## config.mk

```make
export PLATFORM = sky130hd
export DESIGN_NAME = if_stage
export DESIGN_NICKNAME = d
export VERILOG_FILES = /design/src/rtl/if_stage_pkg.sv /design/src/rtl/if_stage_if.sv /design/src/rtl/if_id_reg.sv /design/src/rtl/if_stage.sv
export SDC_FILE = /design/constraint.sdc
export NUM_CORES = 1
export LEC_CHECK = 0
export CAP_MARGIN = 10
export CORE_MARGIN = 10
export CORE_UTILIZATION = 45
export CTS_BUF_LIST = sky130_fd_sc_hd__clkbuf_8
export CTS_CLUSTER_SIZE = 40
export DETAILED_ROUTE_END_ITERATION = 8
export PLACE_DENSITY_LB_ADDON = 0.1
export SLEW_MARGIN = 20
export SYNTH_ARGS = -nofsm -noshare
export SYNTH_HDL_FRONTEND = slang
export SYNTH_SLANG_ARGS = --single-unit
```

## constraint.sdc

```tcl
create_clock -name clk -period 3.69 [get_ports clk]
set_clock_uncertainty 0.2 [all_clocks]
set_input_delay 0.738 -clock clk [delete_from_list [all_inputs] [get_ports clk]]
set_output_delay 0.738 -clock clk [all_outputs]
set_load 0.02 [all_outputs]
```

## src/rtl/if_stage_pkg.sv

```systemverilog
// Shared CPU constants (reset PC, exception vector, instruction memory window, NOP)
// and fetch helpers used by the fetch stage, decoder and CP0.
package if_stage_pkg;

  localparam logic [31:0] CPU_PC_RESET   = 32'h0000_3000;
  localparam logic [31:0] CPU_EXC_VECTOR = 32'h0000_4180;
  localparam logic [31:0] CPU_IM_LO      = 32'h0000_3000;
  localparam logic [31:0] CPU_IM_HI      = 32'h0000_6FFC;
  localparam logic [31:0] CPU_NOP        = 32'h0000_0000;

  localparam logic [31:0] PC_STEP     = 32'd4;
  localparam logic [31:0] LINK_OFFSET = 32'd8;

  typedef enum logic [1:0] {
    PC_SEL_SEQ  = 2'd0,
    PC_SEL_JUMP = 2'd1,
    PC_SEL_HOLD = 2'd2,
    PC_SEL_EXC  = 2'd3
  } pc_sel_e;

  // A fetch faults when misaligned or outside the inclusive [lo, hi] window.
  function automatic logic fetch_fault(input logic [31:0] addr,
                                       input logic [31:0] lo,
                                       input logic [31:0] hi);
    return (addr[1:0] != 2'b00) || (addr < lo) || (addr > hi);
  endfunction

endpackage

```

## src/rtl/if_stage_if.sv

```systemverilog
// Link between the fetch logic (master) and the IF/ID pipeline register (slave).
interface if_stage_if;
  // The fetch side presents a slot every cycle; cap_en is valid&ready (low while
  // stalled, so the register holds), and flush wins over cap_en and empties it.
  logic        cap_en;
  logic        flush;
  logic [31:0] f_pc;
  logic [31:0] f_instr;
  logic        f_adel;
  logic [31:0] d_instr;
  logic [31:0] d_pc;
  logic        d_valid;
  logic        d_adel;

  modport master (
    output cap_en, flush, f_pc, f_instr, f_adel,
    input  d_instr, d_pc, d_valid, d_adel
  );

  modport slave (
    input  cap_en, flush, f_pc, f_instr, f_adel,
    output d_instr, d_pc, d_valid, d_adel
  );
endinterface

```

## src/rtl/if_id_reg.sv

```systemverilog
// IF/ID pipeline register: capture a fetched slot, hold it, or flush it to an empty nop.
module if_id_reg
  import if_stage_pkg::*;
(
  input  logic       clk,
  input  logic       reset,
  if_stage_if.slave  ifid
);

  logic [31:0] d_instr_q, d_instr_d;
  logic [31:0] d_pc_q, d_pc_d;
  logic        d_valid_q, d_valid_d;
  logic        d_adel_q, d_adel_d;

  always_comb begin
    d_instr_d = d_instr_q;
    d_pc_d    = d_pc_q;
    d_valid_d = d_valid_q;
    d_adel_d  = d_adel_q;
    if (ifid.flush) begin
      d_instr_d = CPU_NOP;
      d_pc_d    = 32'h0;
      d_valid_d = 1'b0;
      d_adel_d  = 1'b0;
    end else if (ifid.cap_en) begin
      d_instr_d = ifid.f_instr;
      d_pc_d    = ifid.f_pc;
      d_valid_d = 1'b1;
      d_adel_d  = ifid.f_adel;
    end
  end

  always_ff @(posedge clk or posedge reset) begin
    if (reset) begin
      d_instr_q <= CPU_NOP;
      d_pc_q    <= 32'h0;
      d_valid_q <= 1'b0;
      d_adel_q  <= 1'b0;
    end else begin
      d_instr_q <= d_instr_d;
      d_pc_q    <= d_pc_d;
      d_valid_q <= d_valid_d;
      d_adel_q  <= d_adel_d;
    end
  end

  assign ifid.d_instr = d_instr_q;
  assign ifid.d_pc    = d_pc_q;
  assign ifid.d_valid = d_valid_q;
  assign ifid.d_adel  = d_adel_q;

endmodule

```

## src/rtl/if_stage.sv

```systemverilog
// Instruction fetch stage: PC register with exception/stall/jump/sequential selection,
// fault screening of the fetch address, and the IF/ID register feeding decode.
module if_stage
  import if_stage_pkg::*;
#(
  parameter logic [31:0] PC_RESET   = CPU_PC_RESET,
  parameter logic [31:0] EXC_VECTOR = CPU_EXC_VECTOR,
  parameter logic [31:0] IM_LO      = CPU_IM_LO,
  parameter logic [31:0] IM_HI      = CPU_IM_HI
) (
  input  logic        clk,
  input  logic        reset,
  input  logic        stall,
  input  logic        jump_en,
  input  logic [31:0] jump_target,
  input  logic        exc_req,
  output logic [31:0] imem_addr,
  input  logic [31:0] imem_rdata,
  output logic [31:0] pc,
  output logic [31:0] d_instr,
  output logic [31:0] d_pc,
  output logic [31:0] d_pc8,
  output logic [15:0] d_imm16,
  output logic        d_valid,
  output logic        d_adel
);

  logic [31:0] pc_q, pc_d;
  pc_sel_e     pc_sel;
  logic        fault;

  if_stage_if ifid_bus ();

  // exc_req beats stall, and stall beats jump_en so a held slot never redirects.
  always_comb begin
    pc_sel = PC_SEL_SEQ;
    if (exc_req)      pc_sel = PC_SEL_EXC;
    else if (stall)   pc_sel = PC_SEL_HOLD;
    else if (jump_en) pc_sel = PC_SEL_JUMP;
  end

  always_comb begin
    pc_d = pc_q + PC_STEP;
    unique case (pc_sel)
      PC_SEL_EXC:  pc_d = EXC_VECTOR;
      PC_SEL_HOLD: pc_d = pc_q;
      PC_SEL_JUMP: pc_d = jump_target;
      PC_SEL_SEQ:  pc_d = pc_q + PC_STEP;
      default:     pc_d = pc_q + PC_STEP;
    endcase
  end

  always_ff @(posedge clk or posedge reset) begin
    if (reset) pc_q <= PC_RESET;
    else       pc_q <= pc_d;
  end

  assign fault = fetch_fault(pc_q, IM_LO, IM_HI);

  assign ifid_bus.flush   = exc_req;
  assign ifid_bus.cap_en  = ~stall;
  assign ifid_bus.f_pc    = pc_q;
  assign ifid_bus.f_instr = fault ? CPU_NOP : imem_rdata;
  assign ifid_bus.f_adel  = fault;

  if_id_reg u_if_id_reg (
    .clk   (clk),
    .reset (reset),
    .ifid  (ifid_bus.slave)
  );

  assign pc        = pc_q;
  assign imem_addr = pc_q;
  assign d_instr   = ifid_bus.d_instr;
  assign d_pc      = ifid_bus.d_pc;
  assign d_valid   = ifid_bus.d_valid;
  assign d_adel    = ifid_bus.d_adel;
  assign d_pc8     = ifid_bus.d_pc + LINK_OFFSET;
  assign d_imm16   = ifid_bus.d_instr[15:0];

endmodule

```

==> run summary <==
The half-perimeter wire length after detailed placement came out at approximately 15000 um. The total power density per cell area came out at slightly above 300 nW/um^2. The max-capacitance violation count came out at 0. The top fanout value on the critical path came out at 12. The worst register-to-register path begins at imem_addr[3]. The final max-slew violation count is 0. With fillers left out, the area of the finished cells amounts to 8307 um^2. The portion of total power attributed to combinational logic came out at 22.2%. The overall die area is 18020 um^2. The die outline height came out at 134.2 um. In this run the static leakage power is around 3.4 nW. The worst hold-check slack came out at approximately 0.32 ns. The transition time at the pin with the least slew margin came out at 0.8769 ns. Dividing the detail-routed wire length by the instance count gives between 20 and 25 um. The final-layout setup total negative slack is 0 ns. The initial antenna violation count is 0. The worst reg-to-reg path cell count came out at 5. The sequential power share came out at a little under half.

The capturing element type of the critical path is an output port. The count of boundary I/O pins is about 250. The number of fill cells is between 1000 and 1500. TritonCTS built the clock tree.

The number of nets in the finished design came out at around 880. The number of cells produced by synthesis is between 600 and 700. The number of hold violations in the final report is 0. Dividing the synthesized area by the synthesized cell count gives 9.077 um^2. The residual antenna-violating net count after detailed routing is 0. Setup violations remaining at the end of the flow were counted as 0. The flop and latch count out of synthesis came out at 98. The count of buffers added on input and output ports is roughly 250. The number of synthesized flops with an enable pin is 0.

For this run, the register share of the synthesized area comes to approximately two fifths. The antenna diode count is 0. The data arrival at the endpoint of the critical path is about 2.6 ns. The width of the chip is between 100 and 150 um. The time the final worst path needs with I/O delays and setup came out at around 3.5 ns. The number of buffers inserted by post-CTS setup repair is 0.

The final estimated routing congestion in global placement is slightly below 0.9. Setup repair after global routing left no endpoint under its margin. The worst setup path is launched from a register. The number of H-tree branching levels came out at 3. In this run the critical register-to-register path is captured at imem_addr[24].

The buffer levels on the longest clock path is 2. The sum of routed wire length over all layers is ~21000 um. The clock share of power is 31.5%. For this run, the detailed router's first-pass iteration total came to 5. The cell area after synthesis is slightly below 6000 um^2. The worst path uses roughly 95% of the clock period.

The worst max-slew margin expressed relative to the limit is 41.00%. By area the synthesized netlist is led by sky130_fd_sc_hd__dfrtp_1, sky130_fd_sc_hd__buf_4, sky130_fd_sc_hd__nor2_1, sky130_fd_sc_hd__mux2i_1, sky130_fd_sc_hd__a32oi_1. The net count of the mapped netlist is between 700 and 800. The hold-critical path depth came out at 2. The initial core utilization came out at a little under half. Static timing analysis puts the maximum clock frequency at between 200 and 300 MHz.

The min-delay analysis places its worst path in the category register to register. In the routed design, unresolved DRC markers number 0. The total global-route track usage came out at 21.80%. The layout-stage area growth over the synthesis result came out at 41.44%. The worst path required time came out at between 2 and 3 ns. The share of cells above drive strength 1 is around 6%. After the first detailed-routing iteration, the DRC count stood at 389. In this run the clock root is driven by a sky130_fd_sc_hd__clkbuf_8. Entering global routing, the biggest net connects 62 pins.

For hold timing, the worst endpoint is u_if_id_reg.ifid.d_instr[22]. The global-route congestion overflow total came out at 0. The top-area cell type share of the netlist area came out at 40.90%. The internal power came out at roughly 1.8 mW. The clock latency reported for the late side of the worst-skew pair came out at around 0.36 ns.

The post-detailed-placement cell area came out at a little over 8000 um^2. Clock tree synthesis found a total of between 90 and 100 sinks. The dominant register cell in the synthesized netlist is sky130_fd_sc_hd__dfrtp_1.

The hold path startpoint is u_if_id_reg.ifid.d_instr[22]. The number of buffers added by the clock tree synthesis step came out at 9. The via count of the first global-routing pass was ~5800. The switching part of the total power came out at between 20 and 30%. The worst setup path is of the register to output port kind.

The proportion of synthesized flip-flops having asynchronous set or reset came out at 100.0%. Summed over all nets, the switching power comes to approximately 770 uW. Buffers inserted to repair hold after CTS numbered 0. The cell type contributing the most total cell area after synthesis is sky130_fd_sc_hd__dfrtp_1. The global-route wire length before repair is 32150 um. The post-detailed-route via-to-cell ratio is 5.766. The total number of placement rows came out at 41. The area inside the core boundary came out at between 10000 and 15000 um^2. The worst-case vdd ir drop is 0.2173 mV. The number of different library cells used by synthesis comes to 56. The flow ran to the end, and the final reports show no timing, DRC or antenna violations.

The via count is 5691. The register-to-register setup slack came out at between 1 and 1.5 ns. The register clock-pin slew on the reported worst setup and hold paths is roughly 0.090 ns.

The number of synthesis warnings came out at 0.
## cells in the final DEF (no fill, tap or decap), drive strengths merged, types with 13 or more instances in the layout
cell	netlist	layout
clkdlybuf4s50	0	242
nor2	101	101
dfrtp	96	96
a32oi	35	35
mux2i	35	35
nand2	31	31
nand3	21	21
nand4	19	19
xor2	17	17
a22oi	16	16
buf	59	16
and3	15	15
nor4	15	15
nor3	13	13
## sequential cells by signal, indices dropped and copies added (netlist names)
register / count
u_if_id_reg.ifid.d_adel: 1
u_if_id_reg.ifid.d_pc: 32
u_if_id_reg.ifid.d_instr: 32
imem_addr: 32
u_if_id_reg.ifid.d_valid: 1
## area by class of cell
| cell class | instances | area (um^2) | share of cell area (%) |
|---|---|---|---|
| Clock buffer | 12 | 165.2 | 1.988 |
| Multi-Input combinational cell | 431 | 2791 | 33.60 |
| Inverter | 10 | 40.04 | 0.4820 |
| Tap cell | 172 | 215.2 | 2.591 |
| Clock inverter | 4 | 72.57 | 0.8736 |
| Timing Repair Buffer | 260 | 2567 | 30.91 |
| Sequential cell | 98 | 2455 | 29.55 |
## critical path, stage by stage, from the launching register on
cell,delay (ns)
sky130_fd_sc_hd__dfrtp_1,0.46
sky130_fd_sc_hd__and4_1,0.35
sky130_fd_sc_hd__nand2_2,0.21
sky130_fd_sc_hd__nor4_1,0.37
sky130_fd_sc_hd__xor2_1,0.18
sky130_fd_sc_hd__clkdlybuf4s50_1,0.63
## repair_timing
action / in CTS / in global routing
endpoints found under the hold margin: 0 / 0
resized for setup: 0 / 5
setup endpoints to repair: 0 / 7
## synth_stat cells (2+ instances only)
cell / instances
sky130_fd_sc_hd__a21oi_1: 10
sky130_fd_sc_hd__a221o_1: 2
sky130_fd_sc_hd__a221oi_1: 2
sky130_fd_sc_hd__a22o_1: 2
sky130_fd_sc_hd__a22oi_1: 16
sky130_fd_sc_hd__a311o_1: 4
sky130_fd_sc_hd__a31o_2: 2
sky130_fd_sc_hd__a31oi_1: 7
sky130_fd_sc_hd__a32oi_1: 35
sky130_fd_sc_hd__a41oi_1: 2
sky130_fd_sc_hd__and2_1: 2
sky130_fd_sc_hd__and3_1: 15
sky130_fd_sc_hd__and4_1: 9
sky130_fd_sc_hd__buf_1: 3
sky130_fd_sc_hd__buf_2: 5
sky130_fd_sc_hd__buf_4: 51
sky130_fd_sc_hd__clkbuf_1: 49
sky130_fd_sc_hd__dfrtp_1: 96
sky130_fd_sc_hd__dfstp_2: 2
sky130_fd_sc_hd__ha_1: 2
sky130_fd_sc_hd__inv_1: 10
sky130_fd_sc_hd__mux2i_1: 35
sky130_fd_sc_hd__nand2_1: 31
sky130_fd_sc_hd__nand2b_1: 4
sky130_fd_sc_hd__nand3_1: 20
sky130_fd_sc_hd__nand4_1: 19
sky130_fd_sc_hd__nor2_1: 101
sky130_fd_sc_hd__nor2b_1: 3
sky130_fd_sc_hd__nor3_1: 12
sky130_fd_sc_hd__nor3b_1: 2
sky130_fd_sc_hd__nor4_1: 14
sky130_fd_sc_hd__o211ai_1: 7
sky130_fd_sc_hd__o21ai_0: 11
sky130_fd_sc_hd__o21bai_1: 3
sky130_fd_sc_hd__o221ai_1: 6
sky130_fd_sc_hd__o31ai_1: 3
sky130_fd_sc_hd__o41ai_1: 2
sky130_fd_sc_hd__or2_2: 3
sky130_fd_sc_hd__or3_1: 2
sky130_fd_sc_hd__xnor2_1: 11
sky130_fd_sc_hd__xor2_1: 17
## worst max-delay path by stage
stage | cells after the start | start | slack (ns) | end
4_1_cts | 5 | u_if_id_reg.ifid.d_pc[9] | 0.02 | d_pc8[31]
5_1_grt | 5 | u_if_id_reg.ifid.d_pc[9] | 0.02 | d_pc8[28]
3_5_place_dp | 5 | u_if_id_reg.ifid.d_pc[9] | 0.42 | d_pc8[31]
6_report | 5 | u_if_id_reg.ifid.d_pc[9] | 0.19 | d_pc8[30]
3_3_place_gp | 5 | u_if_id_reg.ifid.d_pc[8] | 0.56 | d_pc8[31]
2_1_floorplan | 1 | reset | 0.19 | imem_addr[0]
## metrics by stage
step	cells	worst slack, ns	total power [mW]	utilization [%]
global placement	971	0.5576	1.784	63.28
global route	987	0.01663	2.705	65.29
CTS	987	0.01858	2.599	65.15
floorplan	647	0.1932	1.521	-
finish	987	0.1946	2.585	65.29
detailed placement	971	0.4195	1.796	63.28
## power groups by stage
stage / Clock, mW / Combinational (mW) / Sequential, mW
2_1_floorplan: 0 / 0.290 / 1.23
3_3_place_gp: 0 / 0.572 / 1.21
3_5_place_dp: 0 / 0.579 / 1.22
4_1_cts: 0.823 / 0.580 / 1.20
5_1_grt: 0.882 / 0.617 / 1.21
6_report: 0.813 / 0.574 / 1.20
## kinds of logic after synthesis
logic type	share of synthesized area (%)
simple gates	20.52
compound gates	16.21
buf+inv	10.91
flops	41.80
mux	5.965
xor+xnor	4.175
fa+ha+maj	0.4260
## metal layers
| metal | up-vias | global-route usage, % | part of all wire [%] |
|---|---|---|---|
| met5 | - | 0 | 0 |
| met4 | 0 | 4.897 | 1.2 |
| met3 | 22 | 9.149 | 12 |
| met2 | 274 | 35.12 | 48 |
| met1 | 2760 | 26.48 | 39 |
| li1 | 2635 | - | - |
Power figures use the tool's default switching activity.
